<file path="src/rtl/fetch_unit_if.sv">
// -----------------------------------------------------------------------------
// fetch_unit_if
//
// Instruction-memory fetch handshake between the fetch stage and the
// instruction memory.
//
//   imem_req    fetch request, held until imem_ready is seen
//   imem_addr   fetch address (word aligned)
//   imem_ready  memory returns imem_rdata this cycle
//   imem_rdata  instruction word, valid only with imem_ready
//
// master : fetch stage (drives req/addr)
// slave  : instruction memory (drives ready/rdata)
// -----------------------------------------------------------------------------
interface fetch_unit_if;
    logic        imem_req;
    logic [31:0] imem_addr;
    logic        imem_ready;
    logic [31:0] imem_rdata;

    modport master (
        output imem_req,
        output imem_addr,
        input  imem_ready,
        input  imem_rdata
    );

    modport slave (
        input  imem_req,
        input  imem_addr,
        output imem_ready,
        output imem_rdata
    );
endinterface

</file>
<file path="src/rtl/fetch_unit.sv">
// -----------------------------------------------------------------------------
// fetch_unit
//
// Multi-cycle instruction fetch stage feeding the Controller decode block.
// Holds the PC, fetches one word at a time over a variable-latency req/ready
// handshake, presents the held instruction to decode while it executes, and
// commits the next PC (jump / branch / sequential) when the datapath reports
// completion.
//
// State table:
//   state    | meaning
//   ---------+-----------------------------------------------------------
//   ST_IDLE  | just out of reset; moves to ST_FETCH on the next edge
//   ST_FETCH | imem_req high at PC; waits for imem_ready, then latches Instr
//   ST_EXEC  | Instr valid; waits for ExecDone, then commits next PC
//
// Ports:
//   clk, rst_n   clock, asynchronous active-low reset
//   imem         fetch handshake (master side)
//   Instr        held instruction register (0 = nop after reset)
//   Op, Funct    Instr[31:26], Instr[5:0]
//   InstrValid   Instr is current and executing (ST_EXEC)
//   ExecDone     datapath finished the current instruction
//   PCSrc, Jump  branch-taken / jump, sampled with ExecDone
//   PC           address of the current instruction
//   PCPlus4      PC + 4 (mod 2^32)
//   RetireCnt    committed-instruction count (wraps)
//
// RESET_PC must be word aligned; the low two bits are carried through as-is.
// -----------------------------------------------------------------------------
module fetch_unit #(
    parameter logic [31:0] RESET_PC = 32'h0000_0000
) (
    input  logic         clk,
    input  logic         rst_n,

    fetch_unit_if.master imem,

    output logic [31:0]  Instr,
    output logic [5:0]   Op,
    output logic [5:0]   Funct,
    output logic         InstrValid,

    input  logic         ExecDone,
    input  logic         PCSrc,
    input  logic         Jump,

    output logic [31:0]  PC,
    output logic [31:0]  PCPlus4,
    output logic [31:0]  RetireCnt
);

    typedef enum logic [1:0] {
        ST_IDLE  = 2'd0,
        ST_FETCH = 2'd1,
        ST_EXEC  = 2'd2
    } state_t;

    state_t      state;
    state_t      state_nxt;

    logic [31:0] pc_q;
    logic [31:0] instr_q;
    logic [31:0] retire_cnt;

    logic [31:0] pc_plus4;
    logic [31:0] branch_off;
    logic [31:0] branch_target;
    logic [31:0] jump_target;
    logic [31:0] next_pc;

    logic        capture;
    logic        commit;

    // -------------------------------------------------------------------------
    // FSM: state register
    // -------------------------------------------------------------------------
    always_ff @(posedge clk or negedge rst_n) begin
        if (!rst_n) begin
            state <= ST_IDLE;
        end else begin
            state <= state_nxt;
        end
    end

    // -------------------------------------------------------------------------
    // FSM: next-state logic
    // -------------------------------------------------------------------------
    always_comb begin
        state_nxt = state;
        case (state)
            ST_IDLE:  state_nxt = ST_FETCH;
            ST_FETCH: if (imem.imem_ready) state_nxt = ST_EXEC;
            ST_EXEC:  if (ExecDone)        state_nxt = ST_FETCH;
            default:  state_nxt = ST_IDLE;
        endcase
    end

    // -------------------------------------------------------------------------
    // FSM: outputs. Pure state decodes so req and InstrValid have no
    // combinational path from any input and can never overlap.
    // -------------------------------------------------------------------------
    always_comb begin
        imem.imem_req = 1'b0;
        InstrValid    = 1'b0;
        case (state)
            ST_FETCH: imem.imem_req = 1'b1;
            ST_EXEC:  InstrValid    = 1'b1;
            default:  ;
        endcase
    end

    // Handshake events are qualified by state so that stray ready/done pulses
    // in other states have no effect.
    assign capture = (state == ST_FETCH) && imem.imem_ready;
    assign commit  = (state == ST_EXEC)  && ExecDone;

    // -------------------------------------------------------------------------
    // Next-PC selection: Jump > PCSrc > sequential, all modulo 2^32.
    // -------------------------------------------------------------------------
    assign pc_plus4      = pc_q + 32'd4;
    assign branch_off    = {{14{instr_q[15]}}, instr_q[15:0], 2'b00};
    assign branch_target = pc_plus4 + branch_off;
    assign jump_target   = {pc_plus4[31:28], instr_q[25:0], 2'b00};

    always_comb begin
        next_pc = pc_plus4;
        if (Jump) begin
            next_pc = jump_target;
        end else if (PCSrc) begin
            next_pc = branch_target;
        end
    end

    // -------------------------------------------------------------------------
    // Datapath registers
    // -------------------------------------------------------------------------
    always_ff @(posedge clk or negedge rst_n) begin
        if (!rst_n) begin
            pc_q <= RESET_PC;
        end else if (commit) begin
            pc_q <= next_pc;
        end
    end

    always_ff @(posedge clk or negedge rst_n) begin
        if (!rst_n) begin
            instr_q <= 32'h0000_0000;
        end else if (capture) begin
            instr_q <= imem.imem_rdata;
        end
    end

    always_ff @(posedge clk or negedge rst_n) begin
        if (!rst_n) begin
            retire_cnt <= 32'h0000_0000;
        end else if (commit) begin
            retire_cnt <= retire_cnt + 32'd1;
        end
    end

    // -------------------------------------------------------------------------
    // Output wiring
    // -------------------------------------------------------------------------
    assign imem.imem_addr = pc_q;
    assign PC             = pc_q;
    assign PCPlus4        = pc_plus4;
    assign Instr          = instr_q;
    assign Op             = instr_q[31:26];
    assign Funct          = instr_q[5:0];
    assign RetireCnt      = retire_cnt;

endmodule

</file>
<file path="src/flat_wrapper.sv">
// flat-port wrapper written by rule: the top's interface ports become plain ports
module fetch_unit_flat 
#(
    parameter logic [31:0] RESET_PC = 32'h0000_0000
)
  (clk, rst_n, Instr, Op, Funct, InstrValid, ExecDone, PCSrc, Jump, PC, PCPlus4, RetireCnt, imem_imem_req, imem_imem_addr, imem_imem_ready, imem_imem_rdata);
  fetch_unit_if imem_i ();
  input  logic clk;
  input  logic rst_n;
  output logic [31:0] Instr;
  output logic [5:0] Op;
  output logic [5:0] Funct;
  output logic InstrValid;
  input  logic ExecDone;
  input  logic PCSrc;
  input  logic Jump;
  output logic [31:0] PC;
  output logic [31:0] PCPlus4;
  output logic [31:0] RetireCnt;
  output wire logic [$bits(imem_i.imem_req)-1:0] imem_imem_req;
  output wire logic [$bits(imem_i.imem_addr)-1:0] imem_imem_addr;
  input wire logic [$bits(imem_i.imem_ready)-1:0] imem_imem_ready;
  input wire logic [$bits(imem_i.imem_rdata)-1:0] imem_imem_rdata;
  assign imem_imem_req = imem_i.imem_req;
  assign imem_imem_addr = imem_i.imem_addr;
  assign imem_i.imem_ready = imem_imem_ready;
  assign imem_i.imem_rdata = imem_imem_rdata;
  fetch_unit #(.RESET_PC(RESET_PC)) u_core (.clk(clk), .rst_n(rst_n), .imem(imem_i), .Instr(Instr), .Op(Op), .Funct(Funct), .InstrValid(InstrValid), .ExecDone(ExecDone), .PCSrc(PCSrc), .Jump(Jump), .PC(PC), .PCPlus4(PCPlus4), .RetireCnt(RetireCnt));
endmodule
</file>
<file path="config.mk">
export PLATFORM = sky130hd
export DESIGN_NAME = fetch_unit_flat
export DESIGN_NICKNAME = d
export VERILOG_FILES = /design/src/rtl/fetch_unit_if.sv /design/src/rtl/fetch_unit.sv /design/src/flat_wrapper.sv
export SDC_FILE = /design/constraint.sdc
export NUM_CORES = 1
export LEC_CHECK = 0
export BUFFER_PORTS_ARGS = -buffer_cell sky130_fd_sc_hd__buf_4
export CAP_MARGIN = 30
export CORE_MARGIN = 2
export CORE_UTILIZATION = 56
export CTS_CLUSTER_SIZE = 28
export DETAILED_ROUTE_END_ITERATION = 10
export PLACE_DENSITY_LB_ADDON = 0.3
export SYNTH_ARGS = -nofsm -noshare
export SYNTH_HDL_FRONTEND = slang
export SYNTH_SLANG_ARGS = --single-unit
</file>
<file path="constraint.sdc">
create_clock -name clk -period 9.6 [get_ports clk]
set_input_delay 0.48 -clock clk [delete_from_list [all_inputs] [get_ports clk]]
set_output_delay 0.48 -clock clk [all_outputs]
set_load 0.005 [all_outputs]
</file>
# --- Word-level counts from Yosys, hierarchy flattened ---
# Index checks and enable logic that the tools add are counted.
word_totals:
  inputBits: 38
  wordCells: 22
  register_bits: 98
  out_inout_bits: 174
classes:
  n_mux: 7
  n_addsub: 3
  eq_ne: 4
  reduce_logical: 4
op_table:
  columns: ["op", "n"]
  rows:
  - ["two-way mux 32 bit", 2]
  - ["adder 32 x 1 -> 32 bit, second input constant", 1]
  - ["adder 32 x 3 -> 32 bit, second input constant", 1]
  - ["adder 32 bit", 1]
  - ["case mux 2 bit (3 select lines)", 1]
  - ["two-way mux 2 bit", 2]
  - ["inequality test 2 bit, second input constant", 2]
  - ["equality test 2 x 1 -> 1 bit, second input constant", 1]
  - ["equality test 2 bit, second input constant", 1]
  - ["logical AND 1 bit", 2]
  - ["logical NOT 2 bit", 1]
  - ["two-way mux 1 bit", 2]
  - ["AND reduction 2 bit", 1]

# --- Logic depth before layout (Yosys ltp) ---
logic_depth:
  ltp_word: 4
  depth_mapped: 17
  mapped_depth_nobuf: 16

# --- Worst setup path after synthesis ---
# No wires, ideal clock.
synth_path:
  path_kind: "reg-to-reg"
  startpoint: "register u_core.pc_q[2], in the netlist u_core.PC[2]"
  endpoint: "register u_core.pc_q[27], in the netlist u_core.PC[27]"
  slack_ps: 5952
  t_arrival_ps: 3509
  path_buffers: 1
  setup_time_ps: 139
  path_stages_with_launch: 17
  t_required_ps: 9461
  synth_period_minus_slack_ps: 3648
  cell_sequence: "dfrtp_1 -> ha_1 -> nand3_4 -> or4_4 -> buf_6 -> nor2_1 -> xor2_1 -> ha_1 -> a21oi_1 -> o21ai_0 -> a31oi_1 -> o2bb2ai_1 -> a21oi_1 -> a21oi_1 -> or3_1 -> a31oi_1 -> a22oi_1"
synth_between:
  elab_chain_len: 4
synth_rtl:
  columns: ["item", "line_no", "source"]
  rows:
  - ["start, declared", "fetch_unit.sv:62", "logic [31:0] pc_q;"]
  - ["start signal, assigned", "fetch_unit.sv:142", "pc_q <= next_pc;"]
  - ["adder 32 x 3 -> 32 bit", "fetch_unit.sv:121", "assign pc_plus4 = pc_q + 32'd4;"]
  - ["via PCPlus4[20]", "flat_wrapper.sv:18", "output logic [31:0] PCPlus4;"]
  - ["adder 32 bit", "fetch_unit.sv:123", "assign branch_target = pc_plus4 + branch_off;"]
  - ["two-way mux 32 bit", "fetch_unit.sv:130", "end else if (PCSrc) begin"]
  - ["two-way mux 32 bit", "fetch_unit.sv:128", "if (Jump) begin"]
# The timed path passes the listed nets, and every way through them passes these cells.
# A chain may end at the register's enable or synchronous reset.

# --- Worst setup path after layout ---
layout_path:
  startpoint: "register u_core.pc_q[2], in the netlist u_core.PC[2]"
  endpoint: "register u_core.pc_q[27], in the netlist u_core.PC[27]"
layout_between:
  elab_chain_len: 4
layout_rtl:
  columns: ["item", "line_no"]
  rows:
  - ["adder 32 x 3 -> 32 bit (*)", "fetch_unit.sv:121"]
  - ["adder 32 bit", "fetch_unit.sv:123"]
  - ["two-way mux 32 bit (*)", "fetch_unit.sv:130"]
  - ["two-way mux 32 bit (*)", "fetch_unit.sv:128"]
# Mark *: on every way between the ends. The rest lies on a longest branch, timed or not.

==> impl_metrics.json <==
{
  "area.growth.synth_to_final_pct": 23.9,
  "layout.nets": 966,
  "worst_ep_required_time_ns": 9.81,
  "finalHoldViolations": 0,
  "floorplan.rows": 40,
  "synth.yosys.seq_area_share_pct": 35.7,
  "setup-tns-final_ns": 0,
  "ports_placed_on_the_boundary": 212,
  "wirelength_met1_um": 7790,
  "number_of_global_route_vias_before_repair": 5998,
  "global_route.overflow_total": 0,
  "data_arrival_time_of_the_critical_path_ns": 4.31,
  "dominant_combinational_cell_family_by_area_after_synthesis": "simple AND/OR/NAND/NOR gates",
  "dpl_cell_area_um2": 8030,
  "routed_wl_um": 19100,
  "synth-adder-area-share_pct": 7.18,
  "die_w_um": 114,
  "ys_types": 66,
  "library_cell_contributing_the_largest_single_delay_on_the_critical_path": "or4_4",
  "yosysWarnings": 0,
  "fin_util_pct": 70.2,
  "synthDominantCellAreaShare_pct": 35.7,
  "hp-class": "input port to async pin",
  "drt-vias-per-instance": 5.84,
  "h_tree_level_count": 3,
  "power_frac_clock_pct": 12.5,
  "p_seq_share_pct": 26.0,
  "synth_area_per_cell_um2": 9.11,
  "async_reset_ff_share_pct": 100,
  "buffer_ports.inserted": 205,
  "final_min_period_over_clock_period_pct": 42.6,
  "avgRoutedWirePerCell_um": 18.3,
  "power.internal_mw": 1.66,
  "final-max-slew-violation-count": 0,
  "power.ir.vdd_worst_mv": 0.208,
  "synth_edf_count": 0,
  "cp_cell_sequence": "ha_1 > nand3_4 > or4_4 > nor2_1 > xor2_1 > ha_1 > a21oi_1 > o21ai_0 > a31oi_1 > o2bb2ai_1 > a21oi_1 > a21oi_1 > or3_1 > a31oi_1 > a22oi_1",
  "via_count": 6086,
  "fin_crit_ns": 4.09,
  "final_design_area_no_fill_um2": 8330,
  "setup.worst_path.end_class": "flop",
  "initial_utilization_pct": 56.7,
  "cts_post_setup_buffers_inserted": 0,
  "finalClockSkew_ns": 0.00607,
  "final_antenna_net_count": 0,
  "layout.cells.most_common": "buf_4",
  "timing.critical_path.slowest_cell_delay_ns": 0.58,
  "firstDrtPassIters": 5,
  "drv.max_cap_violation_count": 0,
  "critical-path-top-delay-family": "compound AO/OA/AOI/OAI gates",
  "critPathMostFrequentCell": "a21oi_1",
  "critical_path.max_fanout": 8,
  "setup_violations": 0,
  "clkSinkCount": 96,
  "synth_simple_gate_area_share_pct": 17.8,
  "met3RoutedLength_um": 1330,
  "outcome": "finished clean",
  "maxUsedRoutingLayer": "met4",
  "fmax_mhz": 244,
  "gp_congestion": 0.980,
  "top_cell_type_by_total_area_after_synthesis": "dfrtp_1",
  "syn_area_um2": 6730,
  "synth_compound_area_share_pct": 14.4,
  "yosys-top-cells-area": "dfrtp_1, ha_1, xnor2_1, mux2_2, buf_4",
  "floorplan.core_area_um2": 11900,
  "antenna_cells_inserted": 0,
  "cts_repair_resized_insts": 0,
  "power_density_nw_per_um2": 354,
  "drt_drc_violations_left": 0,
  "clk_pin_slew_ns": 0.07,
  "groute.usage.overall_pct": 30.0,
  "netSwitchingPower_mw": 1.29,
  "cts_buffers": 9,
  "dieArea_um2": 12900,
  "grt_max_degree": 63,
  "proportion_of_layout_cells_with_a_drive_suffix_above_1_pct": 29.9,
  "wire_length_of_the_first_global_routing_pass_um": 30600,
  "die_h_um": 114,
  "synth_xor_xnor_area_share_pct": 10.8,
  "cp-start-kind": "flop",
  "ys_ff_latch": 96,
  "comb_power_share_pct": 61.5,
  "instance_count_of_the_mapped_netlist": 738,
  "timing.critical_path.buf_inv": 0,
  "tightest_slew_ns": 1.03,
  "detailedPlacementHpwl_um": 14100,
  "clk_path_buf_depth": 2,
  "leakage_power_nw": 4.03,
  "clk_latency_worst_skew_pair_ns": 0.36,
  "final_cell_mix": "buf_4, dfrtp_1, nand2_1",
  "power_switching_share_pct": 43.8,
  "synth_top_flop_cell": "dfrtp_1",
  "timing.setup.critical_path_class": "flop to flop",
  "cts_root_buffer": "clkbuf_16",
  "max-slew-margin-rel_pct": 31.1,
  "dr.first_iter.drc_count": 433,
  "wire_length_on_met2_um": 9450,
  "rsz0062_at_grt": "false",
  "antenna_violations_before_repair": 0,
  "ctsHoldBuffers": 0,
  "cts_tree": "done",
  "synth.mux.area_fraction_pct": 6.42
}
stage by stage:
stage / hold slack, ns / worst slack (ns) / total power [mW] / instances
after floorplan: 0.184 / 5.95 / 1.93 / 743
after global placement: 0.459 / 5.74 / 2.51 / 1026
after detailed placement: 0.467 / 5.63 / 2.56 / 1026
after CTS: 0.0939 / 5.57 / 2.95 / 1042
after global routing: 0.115 / 5.20 / 3.19 / 1042
final: 0.0812 / 5.51 / 2.95 / 1042
kinds of logic after synthesis:
| group | Yosys count |
|---|---|
| AND/OR/NAND/NOR | 239 |
| AO/OA/AOI/OAI | 156 |
| flip-flops | 96 |
| buffers and inverters | 87 |
| XOR/XNOR | 82 |
| multiplexers | 39 |
| adder cells (fa/ha/maj) | 38 |
| other | 1 |
registers in the layout, indices dropped and copies added, names as in the netlist:
register,cells
u_core.Instr,32
u_core.RetireCnt,32
u_core.PC,30
u_core.state,2
power groups by stage:
stage | logic [mW] | registers [mW] | clock network [mW]
3_5_place_dp | 1.79 | 0.771 | 0
4_1_cts | 1.81 | 0.765 | 0.375
3_3_place_gp | 1.76 | 0.755 | 0
5_1_grt | 2.00 | 0.792 | 0.390
6_report | 1.81 | 0.768 | 0.369
2_1_floorplan | 1.22 | 0.716 | 0
path summary, 6_finish.rpt:
| path | from | to | slack, ns | depth (start not counted) |
|---|---|---|---|---|
| worst min register to register | u_core.RetireCnt[31]$_DFFE_PN0P_ | u_core.RetireCnt[31]$_DFFE_PN0P_ | 0.48 | 1 |
| worst min-delay path | rst_n | u_core.PC[7]$_DFFE_PN0P_ | 0.08 | 1 |
| min in group clk | imem_imem_ready | u_core.state[0]$_DFFE_PN0P_ | 0.33 | 2 |
| max in group asynchronous | rst_n | u_core.PC[3]$_DFFE_PN0P_ | 8.34 | 2 |
| worst max register to register | u_core.PC[2]$_DFFE_PN0P_ | u_core.PC[27]$_DFFE_PN0P_ | 5.51 | 15 |
| worst max-delay path | u_core.PC[2]$_DFFE_PN0P_ | u_core.PC[27]$_DFFE_PN0P_ | 5.51 | 15 |
cell usage after synthesis, types with 4 or more instances:
library cell and n:
o21a_1 4, nand2_1 76, ha_1 37, a22oi_1 6
nand2b_1 7, a21oi_1 42, o21ai_1 16, nor2b_1 8
mux2i_1 6, inv_1 14, nor2_1 49, and4_1 5
mux2_2 33, a31oi_1 6, xnor2_1 51, nand4_1 11
buf_4 48, and3_1 16, a21o_1 9, dfrtp_1 96
a211oi_1 10, o21bai_1 6, nor3_1 15, xor2_1 30
o21ai_0 32, nand3_1 28, clkbuf_1 20
metal layers:
layer	vias to the layer above	GRT usage, %
li1	2872	-
met1	2940	37.8
met2	232	50.5
met3	42	5.74
met4	0	13.1
met5	-	0
area by class of cell:
class | count | area, um^2
multi-input combinational | 560 | 3830
fill | 921 | 3530
sequential | 96 | 2400
timing repair buffer | 208 | 1560
clock buffer | 11 | 253
tap | 147 | 184
inverter | 15 | 56.3
clock inverter | 5 | 45.0
Power figures use the tool's default switching activity.
